`config.mk`:
```
export PLATFORM = sky130hd
export DESIGN_NAME = exe_addsub_pipe
export DESIGN_NICKNAME = d
export VERILOG_FILES = /design/src/rtl/exe_pkg.sv /design/src/rtl/exe_addsub_core.sv /design/src/rtl/exe_addsub_pipe.sv
export SDC_FILE = /design/constraint.sdc
export NUM_CORES = 1
export LEC_CHECK = 0
export BUFFER_PORTS_ARGS = -buffer_cell sky130_fd_sc_hd__buf_2
export CAP_MARGIN = 20
export CORE_ASPECT_RATIO = 0.9
export CORE_MARGIN = 3
export CORE_UTILIZATION = 25
export DETAILED_ROUTE_END_ITERATION = 8
export MAX_ROUTING_LAYER = met4
export PLACE_DENSITY = 0.43
export RECOVER_POWER = 50
export SYNTH_ARGS = -nofsm -noshare
export SYNTH_HDL_FRONTEND = slang
export SYNTH_SLANG_ARGS = --single-unit
```
`constraint.sdc`:
```
create_clock -name clk -period 3.1 [get_ports clk]
set_input_delay 0.155 -clock clk [delete_from_list [all_inputs] [get_ports clk]]
set_output_delay 0.155 -clock clk [all_outputs]
set_load 0.1 [all_outputs]
```
`src/rtl/exe_pkg.sv`:
```
// Shared op codes and stage payload layout for the EXE add/sub/compare unit.
// Constants and types only; no latency or flow-control behaviour of its own.
package exe_pkg;

    localparam int OP_W = 3;

    localparam logic [OP_W-1:0] OP_ADD  = 3'd0;
    localparam logic [OP_W-1:0] OP_SUB  = 3'd1;
    localparam logic [OP_W-1:0] OP_SLT  = 3'd2;
    localparam logic [OP_W-1:0] OP_SLTU = 3'd3;

    // Flag part of each pipeline stage; the result word is stored alongside it.
    typedef struct packed {
        logic ovf;
        logic carry;
        logic illegal;
    } flags_t;

    localparam int FLAGS_W = $bits(flags_t);

endpackage

```
`src/rtl/exe_addsub_core.sv`:
```
// Combinational add/sub/compare with overflow, carry, saturation and illegal-op detection.
// Zero latency; no backpressure (pure function of op/a/b).
module exe_addsub_core
    import exe_pkg::*;
#(
    parameter int WIDTH = 32,
    parameter int SAT   = 0
) (
    input  logic [OP_W-1:0]  op,
    input  logic [WIDTH-1:0] a,
    input  logic [WIDTH-1:0] b,
    output logic [WIDTH-1:0] result,
    output logic             ovf,
    output logic             carry,
    output logic             illegal
);

    localparam int MSB = WIDTH - 1;

    logic [WIDTH:0] sum;
    logic [WIDTH:0] diff;
    logic           true_neg;

    assign sum  = {1'b0, a} + {1'b0, b};
    // SUB is b - a, formed as b + ~a + 1 so bit WIDTH is the no-borrow flag.
    assign diff = {1'b0, b} + {1'b0, ~a} + {{WIDTH{1'b0}}, 1'b1};

    always_comb begin
        result   = '0;
        ovf      = 1'b0;
        carry    = 1'b0;
        illegal  = 1'b0;
        true_neg = 1'b0;
        case (op)
            OP_ADD: begin
                result   = sum[WIDTH-1:0];
                carry    = sum[WIDTH];
                ovf      = (a[MSB] == b[MSB]) && (sum[MSB] != a[MSB]);
                true_neg = a[MSB];
            end
            OP_SUB: begin
                result   = diff[WIDTH-1:0];
                carry    = diff[WIDTH];
                ovf      = (a[MSB] != b[MSB]) && (diff[MSB] != b[MSB]);
                true_neg = b[MSB];
            end
            OP_SLT:  result = {{(WIDTH-1){1'b0}}, ($signed(b) < $signed(a))};
            OP_SLTU: result = {{(WIDTH-1){1'b0}}, (b < a)};
            default: illegal = 1'b1;
        endcase
        // On overflow the true result's sign is the sign of the dominant operand.
        if (SAT != 0 && ovf) begin
            result = true_neg ? {1'b1, {(WIDTH-1){1'b0}}} : {1'b0, {(WIDTH-1){1'b1}}};
        end
    end

endmodule

```
`src/rtl/exe_addsub_pipe.sv`:
```
// Pipelined EXE add/sub/compare: LATENCY register stages after the compute core.
// Valid appears LATENCY cycles after start; no backpressure, kill flushes all stages.
module exe_addsub_pipe
    import exe_pkg::*;
#(
    parameter int WIDTH   = 32,
    parameter int LATENCY = 2,
    parameter int SAT     = 0
) (
    input  logic             clk,
    input  logic             rst_n,
    input  logic             start,
    input  logic [2:0]       op,
    input  logic [WIDTH-1:0] a,
    input  logic [WIDTH-1:0] b,
    input  logic             kill,
    output logic             valid,
    output logic [WIDTH-1:0] result,
    output logic             ovf,
    output logic             carry,
    output logic             illegal,
    output logic             busy
);

    logic [WIDTH-1:0]   c_res;
    logic               c_ovf;
    logic               c_carry;
    logic               c_illegal;
    flags_t             flg_d;
    flags_t             flg_out;

    logic [LATENCY-1:0] v_q;
    logic [WIDTH-1:0]   res_q [LATENCY];
    logic [FLAGS_W-1:0] flg_q [LATENCY];

    exe_addsub_core #(
        .WIDTH (WIDTH),
        .SAT   (SAT)
    ) u_core (
        .op      (op),
        .a       (a),
        .b       (b),
        .result  (c_res),
        .ovf     (c_ovf),
        .carry   (c_carry),
        .illegal (c_illegal)
    );

    assign flg_d = '{ovf: c_ovf, carry: c_carry, illegal: c_illegal};

    // Data only advances alongside a live valid bit, so outputs hold between pulses.
    always_ff @(posedge clk) begin
        if (!rst_n) begin
            v_q <= '0;
            for (int i = 0; i < LATENCY; i++) begin
                res_q[i] <= '0;
                flg_q[i] <= '0;
            end
        end else begin
            v_q[0] <= start & ~kill;
            if (start && !kill) begin
                res_q[0] <= c_res;
                flg_q[0] <= flg_d;
            end
            for (int i = 1; i < LATENCY; i++) begin
                v_q[i] <= v_q[i-1] & ~kill;
                if (v_q[i-1] && !kill) begin
                    res_q[i] <= res_q[i-1];
                    flg_q[i] <= flg_q[i-1];
                end
            end
        end
    end

    assign flg_out = flags_t'(flg_q[LATENCY-1]);
    assign valid   = v_q[LATENCY-1];
    assign result  = res_q[LATENCY-1];
    assign ovf     = flg_out.ovf;
    assign carry   = flg_out.carry;
    assign illegal = flg_out.illegal;
    assign busy    = |v_q;

endmodule

```
==> impl_metrics.csv, run 1 <==
group,metric,value,unit
route,via_per_inst,4.58,
power_and_ir_drop,pwr-share-clk,30.6,%
logic_synthesis,ys_seq_area_share,32.9,%
clock_network,clock_latency,330,ps
cells_and_area,nFillCells,2699,
cells_and_area,multi_input_area,0.00369,mm2
place,io_buffers,107,
critical_path,cp-end-kind,"flip-flop",
clock_network,cts_sinks,72,
clock_network,post_cts_resized,0,
clock_network,path_clk_slew,60,ps
critical_path,crit_chain,"buf_2, ha_1, inv_1, fa_1, o21bai_1, o211ai_1, a2111oi_4, o211ai_2, nand2_1, a31oi_1, a221oi_2, xor2_1, nor2_1",
logic_synthesis,yosys_register_bits,72,
power_and_ir_drop,ir_worst_vdd,0.240,mV
logic_synthesis,synth_enable_flop_cells,70,
power_and_ir_drop,p_int,0.00212,W
critical_path,crit_end,"res_q[0][28]$_SDFFCE_PN0P_",
critical_path,crit_slowest_cell,"a2111oi_4",
critical_path,cp.required,3170,ps
clock_network,clockBufferDepth,2,
power_and_ir_drop,switching_power,0.00113,W
critical_path,startpoint,"a[0]",
logic_synthesis,postSynthCellCount,734,
sta,setup_tns,0,ps
critical_path,path_depth,13,
cells_and_area,area_growth,16.6,%
floorplanning,rows,55,
critical_path,path_max_fanout,4,
cells_and_area,drive_above_1_share,17.7,%
critical_path,cpLargestDelayFamily,"compound AO/OA/AOI/OAI gates",
floorplanning,dieWidth,176,um
sta,max-slew-margin-rel,-37.6,%
clock_network,tritoncts,"built",
sta,worstMarginPinSlew,2060,ps
logic_synthesis,postSynthAreaPerCell,8.86,um2
place,globalplace.congestion,0.884,
logic_synthesis,syn-num-nets,871,
critical_path,worstPathArrival,2830,ps
sta,fmax,363,MHz
floorplanning,start_util,25.6,%
cells_and_area,n_antenna_cell,0,
critical_path,reg2reg_depth,5,
power_and_ir_drop,power.leakage,3.20,nW
power_and_ir_drop,powerDensity,429,mW/mm2
critical_path,r2r_setup_slack,1200,ps
sta,fin_crit_sh,88.9,%
floorplanning,io_pins,108,
critical_path,worst-setup-path-type,"primary input to flip-flop",
power_and_ir_drop,swShare,34.8,%
clock_network,hold_buffers,0,
sta,period_needed,2750,ps
route,dr.pass1.iters,5,
sta,hold_viol,0,
floorplanning,fp.dieH,159,um
clock_network,cts-root-buf,"clkbuf_16",
logic_synthesis,yosysTopAreaCell,"edfxtp_1",
sta,final-setup-viol-count,0,
route,postRouteWirelength,18000,um
run_status,status,"finished, violations left",
clock_network,cts_htree_levels,3,
logic_synthesis,synth_cell_type_count,76,
global_routing,grt_max_degree,55,
route,post_drt_wl_per_cell,15.4,um
clock_network,cts_buffers,9,
logic_synthesis,synthTopCellsByArea,"edfxtp_1 (32%), ha_1 (12%), a21oi_1 (4.6%)",
route,remaining_drc_errors,0,
route,drt_iter0_drc,312,
critical_path,r2r-start,"v_q[0]$_SDFF_PN0_",
global_routing,grt_pass1_wl,28800,um
global_routing,grt_pass1_vias,5352,
power_and_ir_drop,p_total,0.00325,W
floorplanning,dieArea,0.0280,mm2
global_routing,antenna_found_initial,0,
route,num_vias,5349,
power_and_ir_drop,seq_power_share,35.0,%
critical_path,path_buf_inv,2,
global_routing,grtUsageTotal,13.1,%
critical_path,r2r_end,"flg_q[0][2]$_SDFFCE_PN0P_",
logic_synthesis,synth_warnings,0,
logic_synthesis,ys.flop_type,"edfxtp_1",
cells_and_area,nNetsFinal,959,
hold_path,worstHoldPathType,"primary input to flip-flop",
job,max-cap-violations,1,
floorplanning,fp.coreArea,0.0254,mm2
cells_and_area,seq_area,0.00214,mm2
route,antenna_left,0,
logic_synthesis,syn_area,0.00650,mm2
sta,slew_viol_final,36,
power_and_ir_drop,pwr-share-comb,34.4,%
run_status,violations,"max-capacitance violations, max-slew violations",
sta,fin_skew,5.62,ps
sta,rsz0062_at_grt,"false",
global_routing,grt.overflow.total,0,
clock_network,cts_setup_buffers,0,
place,dp_hpwl,14500,um
critical_path,slowest_delay,460,ps
logic_synthesis,yosysTopAreaCellShare,32.3,%
critical_path,worstSetupStartpointType,"primary input",
logic_synthesis,ys_async_sr_fraction,0,%
-- state kept, by name, summed over array words and instances, names as in the netlist --
name	cells
res_q	64
flg_q	6
v_q	2
-- synth_stat cells (17+ instances only) --
master,number
a21oi_1,60
and2_1,42
buf_4,34
clkbuf_1,21
edfxtp_1,70
ha_1,64
inv_1,67
nand2_1,31
nor2_1,68
nor3_1,17
o21ai_0,29
xnor2_1,22
-- power by group through the flow --
| stage | Clock (W) | Combinational [W] | Sequential (W) |
|---|---|---|---|
| after floorplan | 0 | 0.000814 | 0.00117 |
| after detailed placement | 0 | 0.00113 | 0.00116 |
| final | 0.000994 | 0.00112 | 0.00114 |
| after global routing | 0.00107 | 0.00123 | 0.00114 |
| after global placement | 0 | 0.00114 | 0.00116 |
| after CTS | 0.00103 | 0.00113 | 0.00114 |
-- cells by family (layout without fill, tap and decap cells) --
family                     after synthesis  in the layout  synth area share [%]
and+or+nand+nor                        232            232                  18.5
AOI/OAI and AO/OA                      199            199                  21.7
buffers and inverters                  138            231                  10.3
xor gates and xnor gates                27             27                  3.64
adders and majority gates               66             66                  12.9
DFF                                     72             72                  32.9
-- worst min-delay path by stage --
stage	start	to	slack, ps	depth (start not counted)
after floorplan	start	v_q[0]$_SDFF_PN0_	310	1
after global routing	start	v_q[0]$_SDFF_PN0_	130	2
final	start	v_q[0]$_SDFF_PN0_	120	2
after global placement	start	v_q[0]$_SDFF_PN0_	440	2
after CTS	start	v_q[0]$_SDFF_PN0_	90	2
after detailed placement	start	v_q[0]$_SDFF_PN0_	430	2
-- cell type report --
type / count / share of cell area, %
repair buffers: 145 / 10.1
well taps: 342 / 5.64
flip-flops and latches: 72 / 28.3
multi-input cells: 524 / 48.7
clock buffers: 9 / 2.97
clock inverters: 7 / 0.825
inverters: 70 / 3.47
-- cells in the final DEF, fill, tap and decap left out, types with 10 or more instances in the layout --
cell type,netlist,routed
a31oi_1,10,10
and2_1,42,40
buf_4,34,36
nor2_1,68,68
inv_1,67,67
buf_2,12,70
nand3_1,13,13
ha_1,64,64
nor3_1,17,17
o21ai_0,29,29
o31ai_1,11,11
nor2b_1,13,13
a21oi_1,60,60
edfxtp_1,70,70
a21o_1,10,10
xnor2_1,22,22
nand2_1,31,31
clkbuf_1,21,38
-- per-stage QoR --
step | setup WS [ps] | instances | utilization (%) | hold slack [ps] | cell area [um2]
finish | 345 | 1169 | 29.9 | 116 | 7580
floorplan | 516 | 734 | - | 313 | 6500
CTS | 394 | 1169 | 30.1 | 86.8 | 7640
global placement | 44.4 | 1153 | 28.9 | 436 | 7350
global route | 164 | 1169 | 29.9 | 130 | 7580
detailed placement | 42.3 | 1153 | 28.9 | 429 | 7350
-- layer usage --
metal | vias up | global-route usage [%] | share of wire (%)
met4 | 0 | 4.03 | 1.6
met2 | 142 | 16.8 | 37
li1 | 2759 | - | -
met5 | - | - | 0
met1 | 2431 | 20.6 | 56
met3 | 17 | 1.72 | 4.6
-- worst reg2reg max path, stage by stage, from the launching register on --
cell and delay [ps]:
dfxtp_1 320, and2_0 200, nor2_1 110, or3_1 310, buf_4 250, o41ai_1 470
(Power assumes the default switching activity.)
==> run 2, diff against run 1 <==
--- a/config.mk
+++ b/config.mk
@@ -14,6 +14,7 @@
 export MAX_ROUTING_LAYER = met4
 export PLACE_DENSITY = 0.43
 export RECOVER_POWER = 50
+export REMOVE_ABC_BUFFERS = 1
 export SYNTH_ARGS = -nofsm -noshare
 export SYNTH_HDL_FRONTEND = slang
 export SYNTH_SLANG_ARGS = --single-unit
==> run 2 against run 1 <==
Effect of this change:
- the flow still finishes with violations (max-capacitance violations, max-slew violations)
- total power is 2.0% higher
- clock power is 6% higher
- critical endpoint is now res_q[0][30]$_SDFFCE_PN0P_
- critical path type unchanged
- largest cell class unchanged
- sequential power hardly changed
==> impl_metrics.csv, run 2 (same netlist as run 1, synthesis figures left out) <==
group,metric,value,unit
run_status,status,"finished, violations left",
run_status,violations,"max-capacitance violations, max-slew violations",
route,drt_iter0_drc,322,
critical_path,r2r_setup_slack,890,ps
route,antenna_left,0,
job,max-cap-violations,2,
floorplanning,fp.coreArea,0.0254,mm2
critical_path,cp.required,3160,ps
sta,setup_tns,0,ps
clock_network,tritoncts,"built",
power_and_ir_drop,switching_power,0.00118,W
clock_network,path_clk_slew,60,ps
global_routing,antenna_found_initial,0,
global_routing,grt_pass1_vias,5269,
global_routing,grt_pass1_wl,29400,um
sta,slew_viol_final,49,
place,io_buffers,107,
power_and_ir_drop,power.leakage,3.23,nW
place,dp_hpwl,14700,um
sta,fin_crit_sh,88.7,%
critical_path,slowest_delay,400,ps
floorplanning,io_pins,108,
clock_network,post_cts_resized,0,
power_and_ir_drop,ir_worst_vdd,0.257,mV
power_and_ir_drop,pwr-share-clk,31.7,%
clock_network,clockBufferDepth,2,
cells_and_area,nNetsFinal,965,
global_routing,grtUsageTotal,13.3,%
hold_path,worstHoldPathType,"primary input to flip-flop",
cells_and_area,top_register,"res_q",
cells_and_area,largest_reg_flops,64,
cells_and_area,layout_common_cells,"edfxtp_1 (70), buf_2 (69), nor2_1 (68)",
cells_and_area,reg_top3,"res_q x64, flg_q x6, v_q x2",
power_and_ir_drop,swShare,35.5,%
sta,rsz0062_at_grt,"false",
route,post_drt_wl_per_cell,15.6,um
power_and_ir_drop,powerDensity,434,mW/mm2
power_and_ir_drop,p_int,0.00214,W
clock_network,hold_buffers,0,
clock_network,cts_sinks,72,
clock_network,cts-root-buf,"clkbuf_16",
clock_network,cts_setup_buffers,0,
cells_and_area,fin_util,30.1,%
floorplanning,fp.dieH,159,um
cells_and_area,n_antenna_cell,0,
critical_path,crit_end,"res_q[0][30]$_SDFFCE_PN0P_",
cells_and_area,final_common_cell,"edfxtp_1",
clock_network,cts_buffers,9,
sta,period_needed,2750,ps
route,dr.pass1.iters,7,
cells_and_area,drive_above_1_share,18.2,%
critical_path,startpoint,"a[0]",
global_routing,grt_max_degree,42,
critical_path,reg2reg_depth,3,
power_and_ir_drop,seq_power_share,34.3,%
sta,worstMarginPinSlew,1670,ps
floorplanning,rows,55,
critical_path,r2r_end,"flg_q[0][5]$_SDFFCE_PN0P_",
critical_path,worstPathArrival,2810,ps
floorplanning,start_util,25.6,%
critical_path,worst-setup-path-type,"primary input to flip-flop",
sta,holdWs,129,ps
route,num_vias,5431,
critical_path,worstSetupStartpointType,"primary input",
critical_path,path_max_fanout,3,
clock_network,cts_htree_levels,3,
sta,final-setup-viol-count,0,
critical_path,crit_chain,"buf_2, ha_1, inv_1, fa_1, o21bai_1, o211ai_1, a2111oi_4, o211ai_2, nand2_1, a31oi_1, o41ai_2, a21o_1, a21oi_1",
floorplanning,dieArea,0.0280,mm2
power_and_ir_drop,pwr-share-comb,34.0,%
power_and_ir_drop,p_total,0.00332,W
critical_path,cp-end-kind,"flip-flop",
critical_path,crit_slowest_cell,"a2111oi_4",
global_routing,grt.overflow.total,0,
floorplanning,dieWidth,176,um
critical_path,r2r-start,"v_q[0]$_SDFF_PN0_",
clock_network,clock_latency,330,ps
place,globalplace.congestion,0.886,
sta,fmax,363,MHz
route,remaining_drc_errors,0,
route,postRouteWirelength,18400,um
route,via_per_inst,4.62,
sta,hold_viol,0,
sta,max-slew-margin-rel,-11.6,%
cells_and_area,area_growth,17.5,%
sta,fin_skew,6.61,ps
run 2: cell types whose count changed in the layout (fill, tap and decap cells not counted), sizes merged:
| cell | before | now |
|---|---|---|
| clkbuf | 48 | 49 |
| clkinvlp | 2 | 0 |
| inv | 69 | 71 |
| buf | 106 | 111 |
run 2: worst min path at each step:
stage               slack (ps)  startpoint                 to  cells past startpoint
global placement           430       start  v_q[0]$_SDFF_PN0_                      2
detailed placement         430       start  v_q[0]$_SDFF_PN0_                      2
global route               140       start  v_q[0]$_SDFF_PN0_                      2
CTS                         80       start  v_q[0]$_SDFF_PN0_                      2
finish                     130       start  v_q[0]$_SDFF_PN0_                      2
floorplan                  310       start  v_q[0]$_SDFF_PN0_                      1
run 2: critical path, delay by kind of cell:
family / cells / cell delay, ps
buf+inv: 2 / 150
simple gates: 1 / 130
compound gates: 8 / 1820
fa+ha+maj: 2 / 560
run 2: power by group through the flow:
stage | registers (W) | logic (W) | clock network, W
after CTS | 0.00114 | 0.00114 | 0.00109
final | 0.00114 | 0.00113 | 0.00105
after global routing | 0.00114 | 0.00124 | 0.00112
after global placement | 0.00116 | 0.00114 | 0
after floorplan | 0.00134 | 0.000593 | 0
after detailed placement | 0.00116 | 0.00114 | 0
run 2: cell type report:
type,count,area [um2]
Clock buffer,9,225
Clock inverter,7,78.8
Fill cell,2698,17800
Inverter,70,263
Multi-Input combinational cell,524,3690
Sequential cell,72,2140
Tap cell,342,428
Timing Repair Buffer,151,811
run 2: metal layers:
layer	global-route usage (%)	vias to the layer above	share of wire [%]
li1	-	2776	-
met1	20.7	2513	53
met2	18.7	132	41
met3	1.79	10	4.5
met4	1.84	0	0.88
met5	-	-	0
run 2: through the flow:
step | setup WS (ps) | area (um2) | cells
after floorplan | -56.3 | 6100 | 666
after global placement | 94.2 | 7400 | 1159
after detailed placement | 64.8 | 7400 | 1159
after CTS | 403 | 7710 | 1175
after global routing | 172 | 7640 | 1175
final | 349 | 7640 | 1175
